==> src/rtl/rd_pipeline_tracker_if.sv <==
// Bundle between the decode stage and the pipeline tracker: ID-stage instruction
// fields in, registered EX/MEM/WB destination info and load-use stall out.
interface rd_pipeline_tracker_if #(
  parameter int CNT_W = 16
);
  logic             id_valid;
  logic [4:0]       id_rd;
  logic             id_rw;
  logic             id_mem_read;
  logic [4:0]       id_rs1;
  logic [4:0]       id_rs2;
  logic             id_uses_rs1;
  logic             id_uses_rs2;
  logic             flush;

  logic [4:0]       id_ex_rs1;
  logic [4:0]       id_ex_rs2;
  logic [4:0]       id_ex_rd;
  logic             id_ex_rw;
  logic             id_ex_mem_read;
  logic [4:0]       ex_mem_rd;
  logic             ex_mem_rw;
  logic [4:0]       mem_wb_rd;
  logic             mem_wb_rw;
  logic             stall;
  logic [CNT_W-1:0] stall_count;

  modport master (
    output id_valid, id_rd, id_rw, id_mem_read, id_rs1, id_rs2,
           id_uses_rs1, id_uses_rs2, flush,
    input  id_ex_rs1, id_ex_rs2, id_ex_rd, id_ex_rw, id_ex_mem_read,
           ex_mem_rd, ex_mem_rw, mem_wb_rd, mem_wb_rw, stall, stall_count
  );

  modport slave (
    input  id_valid, id_rd, id_rw, id_mem_read, id_rs1, id_rs2,
           id_uses_rs1, id_uses_rs2, flush,
    output id_ex_rs1, id_ex_rs2, id_ex_rd, id_ex_rw, id_ex_mem_read,
           ex_mem_rd, ex_mem_rw, mem_wb_rd, mem_wb_rw, stall, stall_count
  );
endinterface

==> src/rtl/rd_pipeline_tracker.sv <==
// Tracks destination registers through EX/MEM/WB and raises a load-use stall
// when the ID instruction reads the register a load in EX has yet to return.
module rd_pipeline_tracker #(
  parameter int CNT_W = 16
) (
  input  logic                        clk,
  input  logic                        rst_n,
  rd_pipeline_tracker_if.slave        trk_if
);

  logic [4:0]       id_ex_rd_q,  id_ex_rd_d;
  logic [4:0]       id_ex_rs1_q, id_ex_rs1_d;
  logic [4:0]       id_ex_rs2_q, id_ex_rs2_d;
  logic             id_ex_rw_q,  id_ex_rw_d;
  logic             id_ex_mr_q,  id_ex_mr_d;
  logic [4:0]       ex_mem_rd_q;
  logic             ex_mem_rw_q;
  logic [4:0]       mem_wb_rd_q;
  logic             mem_wb_rw_q;
  logic [CNT_W-1:0] cnt_q, cnt_d;

  logic stall;
  logic hit_rs1, hit_rs2;
  logic id_rd_nz;

  always_comb begin
    hit_rs1 = trk_if.id_uses_rs1 && (trk_if.id_rs1 == id_ex_rd_q);
    hit_rs2 = trk_if.id_uses_rs2 && (trk_if.id_rs2 == id_ex_rd_q);
    stall   = trk_if.id_valid && !trk_if.flush && id_ex_mr_q && id_ex_rw_q &&
              (id_ex_rd_q != 5'd0) && (hit_rs1 || hit_rs2);
  end

  // Anything not accepted into EX becomes an all-zero bubble
  always_comb begin
    id_rd_nz    = (trk_if.id_rd != 5'd0);
    id_ex_rd_d  = 5'd0;
    id_ex_rs1_d = 5'd0;
    id_ex_rs2_d = 5'd0;
    id_ex_rw_d  = 1'b0;
    id_ex_mr_d  = 1'b0;
    if (trk_if.id_valid && !trk_if.flush && !stall) begin
      id_ex_rd_d  = trk_if.id_rd;
      id_ex_rs1_d = trk_if.id_uses_rs1 ? trk_if.id_rs1 : 5'd0;
      id_ex_rs2_d = trk_if.id_uses_rs2 ? trk_if.id_rs2 : 5'd0;
      id_ex_rw_d  = trk_if.id_rw && id_rd_nz;
      id_ex_mr_d  = trk_if.id_mem_read && trk_if.id_rw && id_rd_nz;
    end
  end

  always_comb begin
    cnt_d = cnt_q;
    if (stall && (cnt_q != {CNT_W{1'b1}})) cnt_d = cnt_q + CNT_W'(1);
  end

  always_ff @(posedge clk) begin
    if (!rst_n) begin
      id_ex_rd_q  <= 5'd0;
      id_ex_rs1_q <= 5'd0;
      id_ex_rs2_q <= 5'd0;
      id_ex_rw_q  <= 1'b0;
      id_ex_mr_q  <= 1'b0;
      ex_mem_rd_q <= 5'd0;
      ex_mem_rw_q <= 1'b0;
      mem_wb_rd_q <= 5'd0;
      mem_wb_rw_q <= 1'b0;
      cnt_q       <= '0;
    end else begin
      id_ex_rd_q  <= id_ex_rd_d;
      id_ex_rs1_q <= id_ex_rs1_d;
      id_ex_rs2_q <= id_ex_rs2_d;
      id_ex_rw_q  <= id_ex_rw_d;
      id_ex_mr_q  <= id_ex_mr_d;
      ex_mem_rd_q <= id_ex_rd_q;
      ex_mem_rw_q <= id_ex_rw_q;
      mem_wb_rd_q <= ex_mem_rd_q;
      mem_wb_rw_q <= ex_mem_rw_q;
      cnt_q       <= cnt_d;
    end
  end

  assign trk_if.id_ex_rs1      = id_ex_rs1_q;
  assign trk_if.id_ex_rs2      = id_ex_rs2_q;
  assign trk_if.id_ex_rd       = id_ex_rd_q;
  assign trk_if.id_ex_rw       = id_ex_rw_q;
  assign trk_if.id_ex_mem_read = id_ex_mr_q;
  assign trk_if.ex_mem_rd      = ex_mem_rd_q;
  assign trk_if.ex_mem_rw      = ex_mem_rw_q;
  assign trk_if.mem_wb_rd      = mem_wb_rd_q;
  assign trk_if.mem_wb_rw      = mem_wb_rw_q;
  assign trk_if.stall          = stall;
  assign trk_if.stall_count    = cnt_q;

endmodule

==> src/flat_wrapper.sv <==
// flat-port wrapper written by rule: the top's interface ports become plain ports
module rd_pipeline_tracker_flat 
#(
  parameter int CNT_W = 16
)
  (clk, rst_n, trk_if_id_valid, trk_if_id_rd, trk_if_id_rw, trk_if_id_mem_read, trk_if_id_rs1, trk_if_id_rs2, trk_if_id_uses_rs1, trk_if_id_uses_rs2, trk_if_flush, trk_if_id_ex_rs1, trk_if_id_ex_rs2, trk_if_id_ex_rd, trk_if_id_ex_rw, trk_if_id_ex_mem_read, trk_if_ex_mem_rd, trk_if_ex_mem_rw, trk_if_mem_wb_rd, trk_if_mem_wb_rw, trk_if_stall, trk_if_stall_count);
  rd_pipeline_tracker_if #(.CNT_W(CNT_W)) trk_if_i ();
  input  logic clk;
  input  logic rst_n;
  input wire logic [$bits(trk_if_i.id_valid)-1:0] trk_if_id_valid;
  input wire logic [$bits(trk_if_i.id_rd)-1:0] trk_if_id_rd;
  input wire logic [$bits(trk_if_i.id_rw)-1:0] trk_if_id_rw;
  input wire logic [$bits(trk_if_i.id_mem_read)-1:0] trk_if_id_mem_read;
  input wire logic [$bits(trk_if_i.id_rs1)-1:0] trk_if_id_rs1;
  input wire logic [$bits(trk_if_i.id_rs2)-1:0] trk_if_id_rs2;
  input wire logic [$bits(trk_if_i.id_uses_rs1)-1:0] trk_if_id_uses_rs1;
  input wire logic [$bits(trk_if_i.id_uses_rs2)-1:0] trk_if_id_uses_rs2;
  input wire logic [$bits(trk_if_i.flush)-1:0] trk_if_flush;
  output wire logic [$bits(trk_if_i.id_ex_rs1)-1:0] trk_if_id_ex_rs1;
  output wire logic [$bits(trk_if_i.id_ex_rs2)-1:0] trk_if_id_ex_rs2;
  output wire logic [$bits(trk_if_i.id_ex_rd)-1:0] trk_if_id_ex_rd;
  output wire logic [$bits(trk_if_i.id_ex_rw)-1:0] trk_if_id_ex_rw;
  output wire logic [$bits(trk_if_i.id_ex_mem_read)-1:0] trk_if_id_ex_mem_read;
  output wire logic [$bits(trk_if_i.ex_mem_rd)-1:0] trk_if_ex_mem_rd;
  output wire logic [$bits(trk_if_i.ex_mem_rw)-1:0] trk_if_ex_mem_rw;
  output wire logic [$bits(trk_if_i.mem_wb_rd)-1:0] trk_if_mem_wb_rd;
  output wire logic [$bits(trk_if_i.mem_wb_rw)-1:0] trk_if_mem_wb_rw;
  output wire logic [$bits(trk_if_i.stall)-1:0] trk_if_stall;
  output wire logic [$bits(trk_if_i.stall_count)-1:0] trk_if_stall_count;
  assign trk_if_i.id_valid = trk_if_id_valid;
  assign trk_if_i.id_rd = trk_if_id_rd;
  assign trk_if_i.id_rw = trk_if_id_rw;
  assign trk_if_i.id_mem_read = trk_if_id_mem_read;
  assign trk_if_i.id_rs1 = trk_if_id_rs1;
  assign trk_if_i.id_rs2 = trk_if_id_rs2;
  assign trk_if_i.id_uses_rs1 = trk_if_id_uses_rs1;
  assign trk_if_i.id_uses_rs2 = trk_if_id_uses_rs2;
  assign trk_if_i.flush = trk_if_flush;
  assign trk_if_id_ex_rs1 = trk_if_i.id_ex_rs1;
  assign trk_if_id_ex_rs2 = trk_if_i.id_ex_rs2;
  assign trk_if_id_ex_rd = trk_if_i.id_ex_rd;
  assign trk_if_id_ex_rw = trk_if_i.id_ex_rw;
  assign trk_if_id_ex_mem_read = trk_if_i.id_ex_mem_read;
  assign trk_if_ex_mem_rd = trk_if_i.ex_mem_rd;
  assign trk_if_ex_mem_rw = trk_if_i.ex_mem_rw;
  assign trk_if_mem_wb_rd = trk_if_i.mem_wb_rd;
  assign trk_if_mem_wb_rw = trk_if_i.mem_wb_rw;
  assign trk_if_stall = trk_if_i.stall;
  assign trk_if_stall_count = trk_if_i.stall_count;
  rd_pipeline_tracker #(.CNT_W(CNT_W)) u_core (.clk(clk), .rst_n(rst_n), .trk_if(trk_if_i));
endmodule
==> config.mk <==
export PLATFORM = sky130hd
export DESIGN_NAME = rd_pipeline_tracker_flat
export DESIGN_NICKNAME = d
export VERILOG_FILES = /design/src/rtl/rd_pipeline_tracker_if.sv /design/src/rtl/rd_pipeline_tracker.sv /design/src/flat_wrapper.sv
export SDC_FILE = /design/constraint.sdc
export NUM_CORES = 1
export LEC_CHECK = 0
export CAP_MARGIN = 20
export CORE_MARGIN = 2
export CORE_UTILIZATION = 46
export CTS_CLUSTER_DIAMETER = 40
export CTS_CLUSTER_SIZE = 14
export DETAILED_ROUTE_END_ITERATION = 12
export PLACE_DENSITY = 0.84
export SLEW_MARGIN = 20
export SYNTH_ARGS = -nofsm -noshare
export SYNTH_HDL_FRONTEND = slang
export SYNTH_SLANG_ARGS = --single-unit
export TNS_END_PERCENT = 10
==> constraint.sdc <==
create_clock -name clk -period 5.5 [get_ports clk]
set_input_delay 0.55 -clock clk [delete_from_list [all_inputs] [get_ports clk]]
set_output_delay 0.55 -clock clk [all_outputs]
set_load 0.005 [all_outputs]
Word-level counts from Yosys, hierarchy flattened

Index checks and enable logic that the tools add are counted.

Reduce and logical (&&, ||, !) cells: 20
Equality and inequality tests: 3
Add/subtract/negate cells: 1

Operators with widths:

| operator              | number |
|---|---|
| $add 16x1->16 const B | 1 |
| $ne 16x16->1 const B  | 1 |
| $logic_and 1x1->1     | 12 |
| $eq 5x5->1            | 2 |
| $reduce_bool 5->1     | 2 |
| $reduce_and 3->1      | 2 |
| $logic_not 1->1       | 2 |
| $reduce_and 2->1      | 1 |
| $logic_or 1x1->1      | 1 |

Input bits: 23
Register bits after elaboration: 45
Logic and storage cells: 34
Output and inout port bits: 46

Logic depth before layout (Yosys ltp)

Gate-level depths: netlist (run 1).

Depth in word-level cells: 9
Mapped depth: 6
Gate-level depth less buffers: 6

Least setup slack after synthesis (run 1)

Ideal clock, no wire load.

Path type: input-to-output
Start point: input trk_if_id_rs2[0]
End point: output trk_if_stall
Path buffers: 1
Data arrival time: 1.393 ns
Required time: 4.950 ns
Stages: 5
Setup slack: 3.557 ns
Cells stage by stage: xnor2_1 > nand4_1 > o22a_1 > buf_2 > nor2_1

Cells in the longest elaborated chain, start to end: 4

Ends and longest elaborated chain:

| item               | RTL line                  | RTL |
|---|---|---|
| start: declaration | flat_wrapper.sv:15        | `input wire logic [$bits(trk_if_i.id_rs2)-1:0] trk_if_id_rs2;` |
| $eq 5x5->1         | rd_pipeline_tracker.sv:28 | `hit_rs2 = trk_if.id_uses_rs2 && (trk_if.id_rs2 == id_ex_rd_q);` |
| $logic_and 1x1->1  | rd_pipeline_tracker.sv:28 |  |
| $logic_or 1x1->1   | rd_pipeline_tracker.sv:30 | `(id_ex_rd_q != 5'd0) && (hit_rs1 \|\| hit_rs2);` |
| $logic_and 1x1->1  | rd_pipeline_tracker.sv:30 |  |
| end: declaration   | flat_wrapper.sv:28        | `output wire logic [$bits(trk_if_i.stall)-1:0] trk_if_stall;` |

No other way between the ends.

Worst setup path in the final report (run 1)

Same ends and word-level chain as after synthesis.

==> impl_metrics.tcl, run 1 <==
set metrics [dict create \
    synth_most_common_cell "dfxtp_1" \
    grt_pass1_wl_mm 6.59 \
    worstSetupStartpoint "trk_if_id_rs2[0]" \
    endpoint_kind "primary output" \
    core_um2 3690 \
    met1_usage_pct 26.0 \
    fin_crit_ns 3.25 \
    fin_crit_sh_pct 59.2 \
    hp-class "register to register" \
    combPwrFrac_pct 7.4 \
    pin_count 69 \
    use_met2_pct 30.1 \
    ant_nets 0 \
    cp-start-kind "input pin" \
    worst_pin_slew_ns 0.852 \
    fin_skew_ns 0.00428 \
    grt_most_used_layer "met2" \
    reg2reg_from "u_core.trk_if.id_ex_rd[1]" \
    drtIter0Drc 94 \
    cts.clk_slew.worst_paths_ns 0.08 \
    dp_hpwl_mm 3.08 \
    fp.dieW_um 66.3 \
    setup_viol 0 \
    slowest_stage "clkdlybuf4s50_1" \
    synth_cells 189 \
    grt.total_usage_pct 19.7 \
    power_per_cell_area_nw_per_um2 223 \
    yosys.area.top_type "dfxtp_1" \
    required_ns 4.95 \
    critPathMostFrequentCell "clkdlybuf4s50_1" \
    synthesis.area_um2 1790 \
    worst-path-max-fanout 31 \
    regToRegSetupSlack_ns 3.33 \
    routed_via_density 5.39 \
    grt_pass1_vias 1439 \
    fillerInstances 304 \
    seq_area_frac_synth_pct 50.4 \
    final_hold_viol_count 0 \
    synthTopCellsByCount "45 x dfxtp_1, 18 x and2_1, 15 x a21oi_1" \
    relSlewSlack_pct 43.2 \
    grt_overflow 0 \
    seq_area_um2 901 \
    drc 0 \
    cts_tree "built" \
    start_util_pct 48.5 \
    ys_types 32 \
    ctsResizeCount 0 \
    grt_antenna_before_repair 0 \
    rr_worst_depth 5 \
    vias 1649 \
    drt-total-wl_mm 4.16 \
    ys_warn_count 0 \
    finalSetupTns_ns 0 \
    synthTopCellsByArea "dfxtp_1 50%, and2_1 6.3%, and3_1 4.9%" \
    cts_max_level 2 \
    seqPwrFrac_pct 57.5 \
    fmax_mhz 307 \
    drive_gt1_share_pct 3.49 \
    numCtsBuffers 5 \
    area_growth_syn_to_layout_pct 44.5 \
    crit_type "input pin to primary output" \
    hold_depth 1 \
    cp.arrival_ns 2.70 \
    cts_setup_buffers 0 \
    gp_congestion 0.833 \
    ys_seq_elements 45 \
    yosys.area.top_type_share_pct 50.4 \
    synth-edff-count 0 \
    crit_chain "clkdlybuf4s50_1 -> xnor2_1 -> nand4_1 -> o22a_1 -> nor2_1 -> clkdlybuf4s50_1" \
    diodes 0 \
    endpoint "trk_if_stall" \
    ctsHoldBuffers 0 \
    final-max-slew-violation-count 0 \
    multi_input_area_um2 843 \
    met3_usage_pct 3.58 \
    max_cap_viol_count 0 \
    synth_area_per_cell_um2 9.46 \
    ir_worst_vdd_v 0.000149 \
    clockPowerShare_pct 35.1 \
    clock_tree.root_cell "clkbuf_8" \
    ys.flop_type "dfxtp_1" \
    wl_per_cell_um 13.6 \
    die_height_um 66.3 \
    nNetsFinal 281 \
    dieArea_um2 4400 \
    slowest_delay_ns 0.55 \
    async_reset_ff_share_pct 0 \
    p_sw_mw 0.131 \
    clock-sinks 45 \
    status "finished, final reports clean" \
    p_leak_nw 0.900 \
    dr.pass1.iters 4 \
    cts_buffer_depth 2 \
    worstSkewPairLatency_ns 0.29 \
    reg2reg_to "u_core.trk_if.stall_count[15]" \
    utilization_pct 70.0 \
    synth.net_count 213 \
    p_int_mw 0.446 \
    rsz0062_at_grt "false" \
    num_rows 22 \
    swShare_pct 22.7 \
    grt_max_degree 32 \
    numPortBuffers 68 \
]
-- area by class of cell --
type,count,share of cell area [%]
multi-input cells,135,32.6
inverters,2,0.291
clock buffers,5,2.66
clock inverters,3,0.872
repair buffers,68,26.3
well taps,48,2.32
flip-flops and latches,45,34.9
-- routing by layer --
metal	up-vias	part of all wire [%]
li1	831	-
met1	755	45
met2	52	48
met3	11	4.4
met4	0	2.9
met5	-	0
-- logic make-up (layout without fill, tap and decap cells) --
kind of cell / count (synthesis) / count (layout) / share of synthesized area [%]
DFF: 45 / 45 / 50.4
adders and majority gates: 1 / 1 / 0.700
xor gates and xnor gates: 10 / 10 / 4.90
AOI/OAI and AO/OA: 36 / 36 / 11.9
buffers and inverters: 9 / 78 / 2.45
muxes: 1 / 1 / 0.560
and+or+nand+nor: 87 / 87 / 29.1
-- worst min path at each step --
stage                               start                         end  slack, ns
6_report       u_core.trk_if.ex_mem_rd[4]  u_core.trk_if.mem_wb_rd[4]       0.47
3_5_place_dp   u_core.trk_if.ex_mem_rd[4]  u_core.trk_if.mem_wb_rd[4]       0.45
2_1_floorplan  u_core.trk_if.ex_mem_rd[0]  u_core.trk_if.mem_wb_rd[0]       0.46
3_3_place_gp   u_core.trk_if.ex_mem_rd[0]  u_core.trk_if.mem_wb_rd[0]       0.44
4_1_cts        u_core.trk_if.ex_mem_rd[4]  u_core.trk_if.mem_wb_rd[4]       0.47
5_1_grt        u_core.trk_if.ex_mem_rd[4]  u_core.trk_if.mem_wb_rd[4]       0.48
-- power by group through the flow --
stage | Sequential (mW) | Combinational [mW] | Clock (mW)
6_report | 0.332 | 0.0427 | 0.202
5_1_grt | 0.332 | 0.0466 | 0.224
4_1_cts | 0.332 | 0.0429 | 0.209
3_5_place_dp | 0.340 | 0.0428 | 0
3_3_place_gp | 0.339 | 0.0418 | 0
2_1_floorplan | 0.339 | 0.0146 | 0
-- through the flow --
| step | total power [mW] | area, µm² | hold WS [ns] | worst slack [ns] | cells |
|---|---|---|---|---|---|
| after global routing | 0.603 | 2580 | 0.481 | 2.11 | 306 |
| after CTS | 0.584 | 2580 | 0.470 | 2.24 | 306 |
| after floorplan | 0.354 | 1790 | 0.459 | 3.56 | 189 |
| after global placement | 0.381 | 2490 | 0.441 | 2.31 | 298 |
| after detailed placement | 0.382 | 2490 | 0.449 | 2.25 | 298 |
| final | 0.577 | 2580 | 0.466 | 2.25 | 306 |
-- flip-flops by register name (all words and copies together) (netlist names) --
| register | flops |
|---|---|
| u_core.trk_if.mem_wb_rd | 5 |
| u_core.trk_if.id_ex_rw | 1 |
| u_core.trk_if.id_ex_rs2 | 5 |
| u_core.trk_if.id_ex_rs1 | 5 |
| u_core.trk_if.id_ex_rd | 5 |
| u_core.trk_if.mem_wb_rw | 1 |
| u_core.trk_if.id_ex_mem_read | 1 |
| u_core.trk_if.ex_mem_rw | 1 |
| u_core.trk_if.ex_mem_rd | 5 |
| u_core.trk_if.stall_count | 16 |
-- critical path, delay by kind of cell --
kind                      cells  cell delay, ns
xor gates and xnor gates      1            0.13
and+or+nand+nor               2            0.43
buffers and inverters         2            1.05
AOI/OAI and AO/OA             1            0.53
-- layout by cell type (no fill, tap or decap), types with 5 or more instances in the layout --
cell | netlist | layout
a21oi_1 | 15 | 15
and2_1 | 18 | 18
and3_1 | 14 | 14
clkbuf_8 | 0 | 5
clkdlybuf4s50_1 | 0 | 68
dfxtp_1 | 45 | 45
nand2_1 | 9 | 9
nand3_1 | 12 | 12
nand4_1 | 5 | 5
o21ai_0 | 9 | 9
o31ai_1 | 6 | 6
or3_1 | 7 | 7
or4_1 | 7 | 7
xnor2_1 | 10 | 10
Note: power is estimated with default switching activity, not from simulation.
==> inputs of run 2 (changes only) <==
- CORE_UTILIZATION: 46 -> 43
- PLACE_DENSITY: 0.84 -> 0.79
- clock period: 5.5 -> 3.08 ns (I/O delays scaled with it)
==> run 2 against run 1 <==
Global-route usage down 0.76 points. Hold slack got worse by 0.0097 ns. Flip-flop and latch count unchanged. Clock skew up 0.0020 ns. Cell area up 0.53%. Critical path depth stayed put. Largest cell class unchanged.
==> impl_metrics.tcl, run 2 (synthesized netlist as in run 1, its figures left out) <==
set metrics [dict create \
    status "finished, final reports clean" \
    crit_chain "clkdlybuf4s50_1 -> xnor2_1 -> nand4_1 -> o22a_1 -> nor2_1 -> clkdlybuf4s50_1" \
    cts_setup_buffers 0 \
    ant_nets 0 \
    slowest_delay_ns 0.56 \
    pin_count 69 \
    max_cap_viol_count 0 \
    wl_per_cell_um 13.6 \
    hp-class "register to register" \
    critPathMostFrequentCell "clkdlybuf4s50_1" \
    crit_type "input pin to primary output" \
    final-max-slew-violation-count 0 \
    ctsResizeCount 0 \
    power_per_cell_area_nw_per_um2 387 \
    drtIter0Drc 34 \
    area_growth_syn_to_layout_pct 45.3 \
    nNetsFinal 284 \
    numCtsBuffers 5 \
    dr.pass1.iters 4 \
    relSlewSlack_pct 69.3 \
    drt-total-wl_mm 4.23 \
    grt_pass1_wl_mm 6.46 \
    grt_pass1_vias 1408 \
    p_leak_nw 0.906 \
    ir_worst_vdd_v 0.000283 \
    ctsHoldBuffers 0 \
    cts_max_level 2 \
    core_um2 4000 \
    grt_max_degree 31 \
    clock-sinks 45 \
    hold_depth 1 \
    start_util_pct 44.7 \
    cts_buffer_depth 2 \
    cp.arrival_ns 2.09 \
    worstSkewPairLatency_ns 0.29 \
    final_common_cell "clkdlybuf4s50_1" \
    crit_buf_inv 2 \
    worst-path-max-fanout 3 \
    largest_register_ffs 16 \
    slowest_stage "clkdlybuf4s50_1" \
    fin_crit_ns 2.39 \
    fin_skew_ns 0.00625 \
    rsz0062_at_grt "false" \
    setup_viol 0 \
    cp_top_family "buffers and inverters" \
    num_rows 23 \
    required_ns 2.77 \
    grt.total_usage_pct 19.0 \
    gp_congestion 0.757 \
    grt_antenna_before_repair 0 \
    dieArea_um2 4690 \
    drive_gt1_share_pct 3.45 \
    diodes 0 \
    die_height_um 68.5 \
    final_cell_mix "68 x clkdlybuf4s50_1, 45 x dfxtp_1, 18 x and2_1" \
    dp_hpwl_mm 3.16 \
    finalSetupTns_ns 0 \
    clock_tree.root_cell "clkbuf_8" \
    cp-start-kind "input pin" \
    endpoint_kind "primary output" \
    drc 0 \
    numPortBuffers 68 \
    vias 1639 \
    final_hold_viol_count 0 \
    grt_overflow 0 \
    cp.depth 6 \
    rr_worst_depth 6 \
    fmax_mhz 418 \
    utilization_pct 64.9 \
    cts_tree "built" \
    routed_via_density 5.27 \
    whs_ns 0.456 \
    worst_pin_slew_ns 0.458 \
    cts.clk_slew.worst_paths_ns 0.07 \
    fp.dieW_um 68.5 \
    fin_crit_sh_pct 77.7 \
]
[run 2: metrics by stage]
step / instance area [µm²] / power, mW / cells / setup slack (ns)
finish: 2600 / 1.01 / 311 / 0.687
global route: 2600 / 1.05 / 311 / 0.543
CTS: 2600 / 1.02 / 311 / 0.672
detailed placement: 2520 / 0.685 / 303 / 0.687
global placement: 2520 / 0.683 / 303 / 0.739
floorplan: 1790 / 0.632 / 189 / 1.33
[run 2: area by class of cell]
| type | instances | area (µm²) |
|---|---|---|
| Multi-Input combinational cell | 135 | 843 |
| Fill cell | 361 | 1400 |
| Clock buffer | 8 | 80.1 |
| Sequential cell | 45 | 901 |
| Timing Repair Buffer | 71 | 703 |
| Inverter | 2 | 7.51 |
| Tap cell | 50 | 62.6 |
[run 2: routing by layer]
metal,track usage (%),up-vias,routed length (µm)
met5,0,-,0
met4,9.50,0,103
li1,-,834,-
met3,5.92,8,218
met2,29.6,50,1970
met1,23.4,747,1940
[run 2: worst reg2reg max path: stages, from the launching register on]
cell and delay [ns]:
dfxtp_1 0.35, ha_1 0.24, and4_1 0.25, nand4_1 0.23, nand2_1 0.21, or4_1 0.50
a21oi_1 0.14
[run 2: path summary, 6_finish.rpt]
check                                    start                           end  slack [ns]
setup / recovery              trk_if_id_rs2[2]                  trk_if_stall        0.69
hold / removal      u_core.trk_if.ex_mem_rd[0]    u_core.trk_if.mem_wb_rd[0]        0.46
setup reg to reg  u_core.trk_if.stall_count[0]  u_core.trk_if.stall_count[7]        1.10
hold reg to reg     u_core.trk_if.ex_mem_rd[0]    u_core.trk_if.mem_wb_rd[0]        0.46
[run 2: report_power, final]
part | leakage (nW) | total (mW) | switching, mW | internal, mW
registers | 0.364 | 0.593 | 0.00473 | 0.588
logic | 0.503 | 0.0779 | 0.0292 | 0.0486
clock network | 0.0395 | 0.334 | 0.173 | 0.161
